[src/rtl/zigzag_runlevel_4x4.sv]
// Zigzag reorder of a quantized 4x4 block, CAVLC statistics (TotalCoeff,
// TrailingOnes, TotalZeros) and reverse-order (level, run_before) beats.
module zigzag_runlevel_4x4 #(
    parameter int BIT_LENGTH = 15
) (
    input  logic                       clk,
    input  logic                       reset,
    input  logic                       in_valid,
    output logic                       in_ready,
    input  logic signed [BIT_LENGTH:0] quantized [16],
    output logic                       stats_valid,
    output logic [4:0]                 total_coeff,
    output logic [1:0]                 trailing_ones,
    output logic [3:0]                 total_zeros,
    output logic                       out_valid,
    input  logic                       out_ready,
    output logic signed [BIT_LENGTH:0] out_level,
    output logic [3:0]                 out_run,
    output logic                       out_last,
    output logic [1:0]                 dbg_state_o
);
    // Handshakes: a transfer happens on a rising edge where valid && ready;
    // a presented beat (out_valid) and its payload stay stable until accepted.
    typedef enum logic [1:0] {IDLE = 2'd0, ANALYZE = 2'd1, STREAM = 2'd2} state_t;

    localparam logic [3:0] ZZ_MAP [16] = '{4'd0, 4'd1, 4'd4, 4'd8, 4'd5, 4'd2, 4'd3, 4'd6,
                                           4'd9, 4'd12, 4'd13, 4'd10, 4'd7, 4'd11, 4'd14, 4'd15};

    state_t                    state_q;
    logic signed [BIT_LENGTH:0] zz_q  [16];
    logic signed [BIT_LENGTH:0] lev_q [16];
    logic [3:0]                run_q [16];
    logic [3:0]                k_q;
    logic [4:0]                n_q, n_d;
    logic [3:0]                zc_q, zc_d;
    logic [3:0]                tz_q, tz_d;
    logic [1:0]                t1_q, t1_d;
    logic                      t1_open_q, t1_open_d;
    logic [3:0]                beat_q;
    logic                      stats_valid_q;
    logic [4:0]                total_coeff_q;
    logic [1:0]                trailing_ones_q;
    logic [3:0]                total_zeros_q;

    logic signed [BIT_LENGTH:0] cur;
    logic                      cur_nz, cur_one;
    logic [4:0]                n_qm1, n_dm1;

    // One ANALYZE step for position k_q, scanning from high frequency down.
    always_comb begin
        cur       = zz_q[k_q];
        cur_nz    = (cur != '0);
        cur_one   = (cur == {{BIT_LENGTH{1'b0}}, 1'b1}) || (cur == {(BIT_LENGTH+1){1'b1}});
        n_d       = n_q;
        zc_d      = zc_q;
        tz_d      = tz_q;
        t1_d      = t1_q;
        t1_open_d = t1_open_q;
        if (cur_nz) begin
            zc_d = 4'd0;
            n_d  = n_q + 5'd1;
            if (t1_open_q && cur_one && (t1_q != 2'd3)) begin
                t1_d = t1_q + 2'd1;
            end else begin
                t1_open_d = 1'b0;
            end
        end else if (n_q != 5'd0) begin
            zc_d = zc_q + 4'd1;
            tz_d = tz_q + 4'd1;
        end
        n_qm1 = n_q - 5'd1;
        n_dm1 = n_d - 5'd1;
    end

    always_ff @(posedge clk) begin
        if (reset) begin
            state_q         <= IDLE;
            stats_valid_q   <= 1'b0;
            total_coeff_q   <= 5'd0;
            trailing_ones_q <= 2'd0;
            total_zeros_q   <= 4'd0;
            beat_q          <= 4'd0;
            k_q             <= 4'd0;
            n_q             <= 5'd0;
            zc_q            <= 4'd0;
            tz_q            <= 4'd0;
            t1_q            <= 2'd0;
            t1_open_q       <= 1'b0;
        end else begin
            stats_valid_q <= 1'b0;
            case (state_q)
                IDLE: begin
                    if (in_valid) begin
                        for (int k = 0; k < 16; k++) begin
                            zz_q[k] <= quantized[ZZ_MAP[k]];
                        end
                        k_q       <= 4'd15;
                        n_q       <= 5'd0;
                        zc_q      <= 4'd0;
                        tz_q      <= 4'd0;
                        t1_q      <= 2'd0;
                        t1_open_q <= 1'b1;
                        state_q   <= ANALYZE;
                    end
                end
                ANALYZE: begin
                    n_q       <= n_d;
                    zc_q      <= zc_d;
                    tz_q      <= tz_d;
                    t1_q      <= t1_d;
                    t1_open_q <= t1_open_d;
                    k_q       <= k_q - 4'd1;
                    if (cur_nz) begin
                        lev_q[n_q[3:0]] <= cur;
                        if (n_q != 5'd0) begin
                            run_q[n_qm1[3:0]] <= zc_q;
                        end
                    end
                    if (k_q == 4'd0) begin
                        // The lowest-frequency level's run covers all zeros below it.
                        if (n_d != 5'd0) begin
                            run_q[n_dm1[3:0]] <= zc_d;
                        end
                        total_coeff_q   <= n_d;
                        trailing_ones_q <= t1_d;
                        total_zeros_q   <= tz_d;
                        stats_valid_q   <= 1'b1;
                        beat_q          <= 4'd0;
                        state_q         <= (n_d == 5'd0) ? IDLE : STREAM;
                    end
                end
                STREAM: begin
                    if (out_ready) begin
                        if (out_last) begin
                            state_q <= IDLE;
                        end else begin
                            beat_q <= beat_q + 4'd1;
                        end
                    end
                end
                default: state_q <= IDLE;
            endcase
        end
    end

    assign in_ready      = (state_q == IDLE) && !reset;
    assign out_valid     = (state_q == STREAM);
    assign out_level     = out_valid ? lev_q[beat_q] : '0;
    assign out_run       = out_valid ? run_q[beat_q] : 4'd0;
    assign out_last      = out_valid && ({1'b0, beat_q} == (total_coeff_q - 5'd1));
    assign stats_valid   = stats_valid_q;
    assign total_coeff   = total_coeff_q;
    assign trailing_ones = trailing_ones_q;
    assign total_zeros   = total_zeros_q;
    assign dbg_state_o   = state_q;

endmodule

[config.mk]
export PLATFORM = sky130hd
export DESIGN_NAME = zigzag_runlevel_4x4
export DESIGN_NICKNAME = d
export VERILOG_FILES = /design/src/rtl/zigzag_runlevel_4x4.sv
export SDC_FILE = /design/constraint.sdc
export NUM_CORES = 1
export LEC_CHECK = 0
export BUFFER_PORTS_ARGS = -buffer_cell sky130_fd_sc_hd__clkbuf_2
export CAP_MARGIN = 20
export CORE_AREA = 4 4 325 327
export DETAILED_ROUTE_END_ITERATION = 8
export DIE_AREA = 0 0 329 331
export PLACE_DENSITY = 0.37
export SETUP_SLACK_MARGIN = 0.02
export SLEW_MARGIN = 0
export SYNTH_ARGS = -nofsm -noshare
export SYNTH_HDL_FRONTEND = slang
export SYNTH_SLANG_ARGS = --single-unit
[constraint.sdc]
create_clock -name clk -period 9.5 [get_ports clk]
set_input_delay 0.475 -clock clk [delete_from_list [all_inputs] [get_ports clk]]
set_output_delay 0.475 -clock clk [all_outputs]
set_load 0.01 [all_outputs]
# == Word-level counts from Yosys, hierarchy flattened ==
# Memories as Yosys holds them, arrays and structs flattened. A register that Yosys moved wholly into a read port is not among the register bits.
# Cells that the tools add are included.
# word_totals
memories,3
regBits,38
output_inout_bits,37
input_bits,260
mem_bits_rw,576
# classes
add_sub_neg,9
n_reduce_logical,20
eq_ne,13
n_mux,57
n_bitwise,1
# mem_list
name,words,word_bits,read_ports,rd_clocked_by_memory_dff,write_ports,line_no,text
lev_q,16,16,1,1,1,31,logic signed [BIT_LENGTH:0] lev_q [16];
zz_q,16,16,1,1,16,30,logic signed [BIT_LENGTH:0] zz_q [16];
run_q,16,4,1,1,2,32,logic [3:0] run_q [16];
# op_table
cell,count
$mux 4,16
$pmux 4 s2,4
$mux 1,22
$eq 16x1->1 const B,1
$eq 16x16->1 const B,1
$mux 16,1
$mux 2,8
$reduce_bool 16->1,1
$add 4x1->4 const B,3
$ne 2x2->1 const B,6
$reduce_and 4->1,3
$sub 4x1->4 const B,3
$mux 5,2
$pmux 5 s2,1
$reduce_bool 5->1,2
$pmux 2 s3,1
$add 5x1->5 const B,1
$eq 4x5->1,1
$logic_not 5->1,1
$sub 5x1->5 const B,1
$logic_and 1x1->1,4
$logic_not 4->1,1
$ne 2x1->1 const B,2
$pmux 2 s2,1
11 further kinds,13

# == Depth between registers and ports, before layout ==
# depth
ltp_word,8
mapped_depth,15
mapped_depth_nobuf,11

# == Worst setup path before layout ==
# No wires, ideal clock.
# synth_timing
path_kind,reg-to-reg
start,register state_q[0] (netlist: dbg_state_o[0])
end,memory zz_q[0][0] (netlist name) (enable)
setup_time_ps,649
synth_period_minus_slack_ps,7402
path_stages_with_launch,4
path_slack_ps,2098
arrival_ps,6753
path_buffers,1
cell_sequence,dfxtp_1 -> clkbuf_1 -> nor3_1 -> and2_1
# synth_lines
element,line_no,text
"start, declared",29,state_t state_q;
"start signal, assigned",129,state_q <= (n_d == 5'd0) ? IDLE : STREAM;
"end, declared",30,

==> results.txt <==
The worst slack at placement is 3360 ps. The mapped netlist covers 0.0255 mm^2. The signal on the critical path passes through buf_4, nor2b_1, a221oi_1, a22oi_1, nand2_1, nor4_2, nand2_1, o41ai_2, nand3_1, o21ai_0. For this run, the share of the core covered by cells in the final layout is 32.1%.

The worst pin sits at a relative slew slack of 26.7%. The average size of a mapped cell is 18.8 um^2. The final critical path time including I/O delays and setup is 6030 ps. The number of enable flip-flop cells after synthesis came out at 576. Hold timing on the final database bottoms out at a slack of 53.2 ps. Counting along the longest clock path gives a buffer depth of 3. The total area inside the core boundary comes to 0.103 mm^2.

For this run, the number of Yosys warnings is 0. The global router's overall resource usage came out at 14.2%. The total CTS buffers came out at 73. The initial antenna violation count is 14. The proportion of synthesized flip-flops having asynchronous set or reset is 0%. The total of cells resized after clock tree synthesis is 0.

The maximum number of pins on one net before global-route repair came out at 175. In this run the remaining antenna-violating nets after routing total 0. The clock tree from TritonCTS is done. The final cell count without fillers came out at 3311.

The summed negative setup slack over all endpoints came out at 0 ps. The worst setup path is captured at a register. The number of remaining DRC errors came out at 0. The final setup skew is 23.6 ps. The transition at the pin with the smallest max-transition slack is 1100 ps. The via count of the first global-routing pass came out at 16100.

The cell at the root of the clock tree is sky130_fd_sc_hd__clkbuf_16. The highest fanout seen on the critical path is 34. Across the run, the number of max-cap violations was 0. The count of different cell masters after synthesis came out at 65. The source-to-sink clock delay at the later pin of the worst-skew pair came out at 620 ps. The number of top-level design ports is 297. The overall die area came out at 0.109 mm^2. The site row count is 118. The detailed-route vias per instance is 4.41. The number of DRC markers in iteration 0 came out at 1067. The path class of the tightest hold or removal check is primary input to register. The half-perimeter wire length after placement came out at 51.9 mm. The routed length per placed instance came out at 23.2 um. The cell that appears most often on the critical path is sky130_fd_sc_hd__nand2_1. The starting utilization of the core area came out at 24.8%. The number of hold violations in the final report came out at 0. The worst-case IR drop observed on VDD is 0.110 mV.

The number of sinks on the clock net is 622. The final weighted congestion of routability-driven global placement is 0.764. The number of H-tree levels is 3. Setup slack on the critical path of the routed design comes to 3470 ps. The number of max-slew violations in the final report came out at 0. Including well taps, the total number of placed cells is 2993.

The portion of the post-synthesis area used by sequential elements is 71.3%. The share of the clock period used by the worst path after layout is 63.5%. Relative to the synthesized area, the layout overhead comes to 29.1%. The horizontal die dimension came out at 329 um. The critical path's largest stage delay came out at 900 ps.

The net count of the finished layout is 2134. The origin of the worst min-delay path is quantized[2]. The critical path is of the register to register type. The power density over the cells is 207 mW/mm^2. The wire length of the first global-routing pass came out at 113 mm. Setup repair after global routing left no endpoint under its margin. The wire length reported by the detailed router is 76.8 mm.

Among cell families on the critical path, the largest total delay comes from simple AND/OR/NAND/NOR gates. The fmax is 0.166 GHz. The signal arrival time at the worst endpoint came out at 6270 ps. The slowest cell on the critical path is sky130_fd_sc_hd__nor4_2. The first detailed-routing pass ran for 5 iterations.

The flip-flop and latch count after synthesis came out at 622. The flow ran to the end, and the final reports show no timing, DRC or antenna violations. Data on the critical path is required at its endpoint by 9740 ps. The synthesized netlist net count came out at 1633. The clock input transition at the sequential cells of the worst setup and hold paths is 60 ps. The routed via count came out at 14600.

The die extent in y is 331 um. In the final layout, the share of cells above drive strength 1 is 37.0%. The nature of the critical path startpoint is a register.

The cell count after synthesis came out at 1362. For this run the aggregate overflow at the end of global routing stands at 0. The leakage power figure is 11.2 nW.

In the synthesized netlist the dominant register cell turns out to be sky130_fd_sc_hd__edfxtp_1. The number of port buffers is 296. The final setup violation count came out at 0. The number of buffer and inverter instances along the worst setup path is 1.
-- placed cells by master, fill, tap and decap left out, types with 7 or more instances in the layout --
master and instances:
sky130_fd_sc_hd__o21ai_0 34, sky130_fd_sc_hd__nand3_1 15, sky130_fd_sc_hd__buf_4 36, sky130_fd_sc_hd__mux4_2 155, sky130_fd_sc_hd__dfxtp_1 41, sky130_fd_sc_hd__inv_1 10, sky130_fd_sc_hd__nor3_1 12, sky130_fd_sc_hd__a211oi_1 7
sky130_fd_sc_hd__nor2_1 46, sky130_fd_sc_hd__a221oi_1 9, sky130_fd_sc_hd__diode_2 8, sky130_fd_sc_hd__a21oi_1 26, sky130_fd_sc_hd__a22oi_1 29, sky130_fd_sc_hd__bufinv_16 8, sky130_fd_sc_hd__clkbuf_1 10, sky130_fd_sc_hd__ha_1 11
sky130_fd_sc_hd__and2_1 23, sky130_fd_sc_hd__clkinv_1 14, sky130_fd_sc_hd__clkbuf_16 74, sky130_fd_sc_hd__edfxtp_1 576, sky130_fd_sc_hd__nor2_2 20, sky130_fd_sc_hd__nand4_1 7, sky130_fd_sc_hd__o21ai_1 7, sky130_fd_sc_hd__mux2i_1 23
sky130_fd_sc_hd__dlygate4sd3_1 170, sky130_fd_sc_hd__clkbuf_2 296, sky130_fd_sc_hd__xor2_1 7, sky130_fd_sc_hd__xnor2_1 14, sky130_fd_sc_hd__mux2_2 61, sky130_fd_sc_hd__clkinv_2 15, sky130_fd_sc_hd__nand2_1 53
-- synth_stat cells (23+ instances only) --
cell / instances / area (um^2)
sky130_fd_sc_hd__nor2_1: 66 / 248
sky130_fd_sc_hd__edfxtp_1: 576 / 17300
sky130_fd_sc_hd__and2_1: 24 / 150
sky130_fd_sc_hd__o21ai_0: 34 / 170
sky130_fd_sc_hd__mux2i_1: 23 / 230
sky130_fd_sc_hd__nand2_1: 53 / 199
sky130_fd_sc_hd__mux2_2: 61 / 687
sky130_fd_sc_hd__clkbuf_1: 52 / 195
sky130_fd_sc_hd__a22oi_1: 29 / 218
sky130_fd_sc_hd__a21oi_1: 27 / 135
sky130_fd_sc_hd__dfxtp_1: 46 / 921
sky130_fd_sc_hd__mux4_2: 155 / 3490
-- kinds of logic (layout without fill, tap and decap cells) --
group	Yosys count	in the layout	synth area share (%)
AOI/OAI and AO/OA	147	147	3.83
xor gates and xnor gates	22	22	0.784
adders and majority gates	11	11	0.539
buffers and inverters	94	655	1.65
DFF	622	622	71.3
muxes	244	244	17.6
other	0	8	0
and+or+nand+nor	222	222	4.31
-- path summary, 6_finish.rpt --
check                                       to  slack, ps  cells past startpoint
worst max-delay path              run_q[12][3]       3470                     10
worst min-delay path               zz_q[15][2]         50                      1
worst max register to register    run_q[12][3]       3470                     10
worst min register to register  total_zeros[2]        480                      2
-- flip-flops by register name (all words and copies together), names as in the netlist, 4 cells and up, named ones only --
name / count
zz_q: 256
total_coeff: 5
run_q: 64
lev_q: 256
tz_q: 4
total_zeros: 4
n_q: 5
k_q: 4
beat_q: 4
zc_q: 4
-- metal layers --
| layer | up-vias | track usage, % | wire, um |
|---|---|---|---|
| met5 | - | 0 | 21 |
| met1 | 7541 | 18.4 | 33400 |
| met4 | 4 | 3.95 | 1530 |
| li1 | 6573 | - | - |
| met3 | 94 | 2.79 | 3680 |
| met2 | 389 | 24.2 | 38200 |
-- power breakdown --
part | internal (mW) | switching [mW] | leakage, nW | total, mW
registers | 3.18 | 0.0550 | 5.64 | 3.24
logic | 0.320 | 0.451 | 4.38 | 0.771
clock network | 1.68 | 1.16 | 1.18 | 2.84
-- area by class of cell --
cell class / instances / area (um^2)
antenna: 8 / 20.0
clock buffer: 86 / 1920
clock inverter: 49 / 499
fill: 10000 / 69900
inverter: 12 / 45.0
multi-input combinational: 646 / 6980
sequential: 622 / 18200
tap: 1380 / 1730
timing repair buffer: 508 / 3570
-- repair_timing --
item	in CTS	in global routing
hold buffers	170	0
endpoints found under the hold margin	170	0
buffers inserted	0	0
-- metrics by stage --
step | total power [mW] | instance area, um^2
after floorplan | 3.71 | 25500
after global placement | 4.02 | 28800
after detailed placement | 4.03 | 28800
after CTS | 6.97 | 32900
after global routing | 7.15 | 33000
final | 6.84 | 33000
No activity file was read; power rests on OpenSTA's default activity.
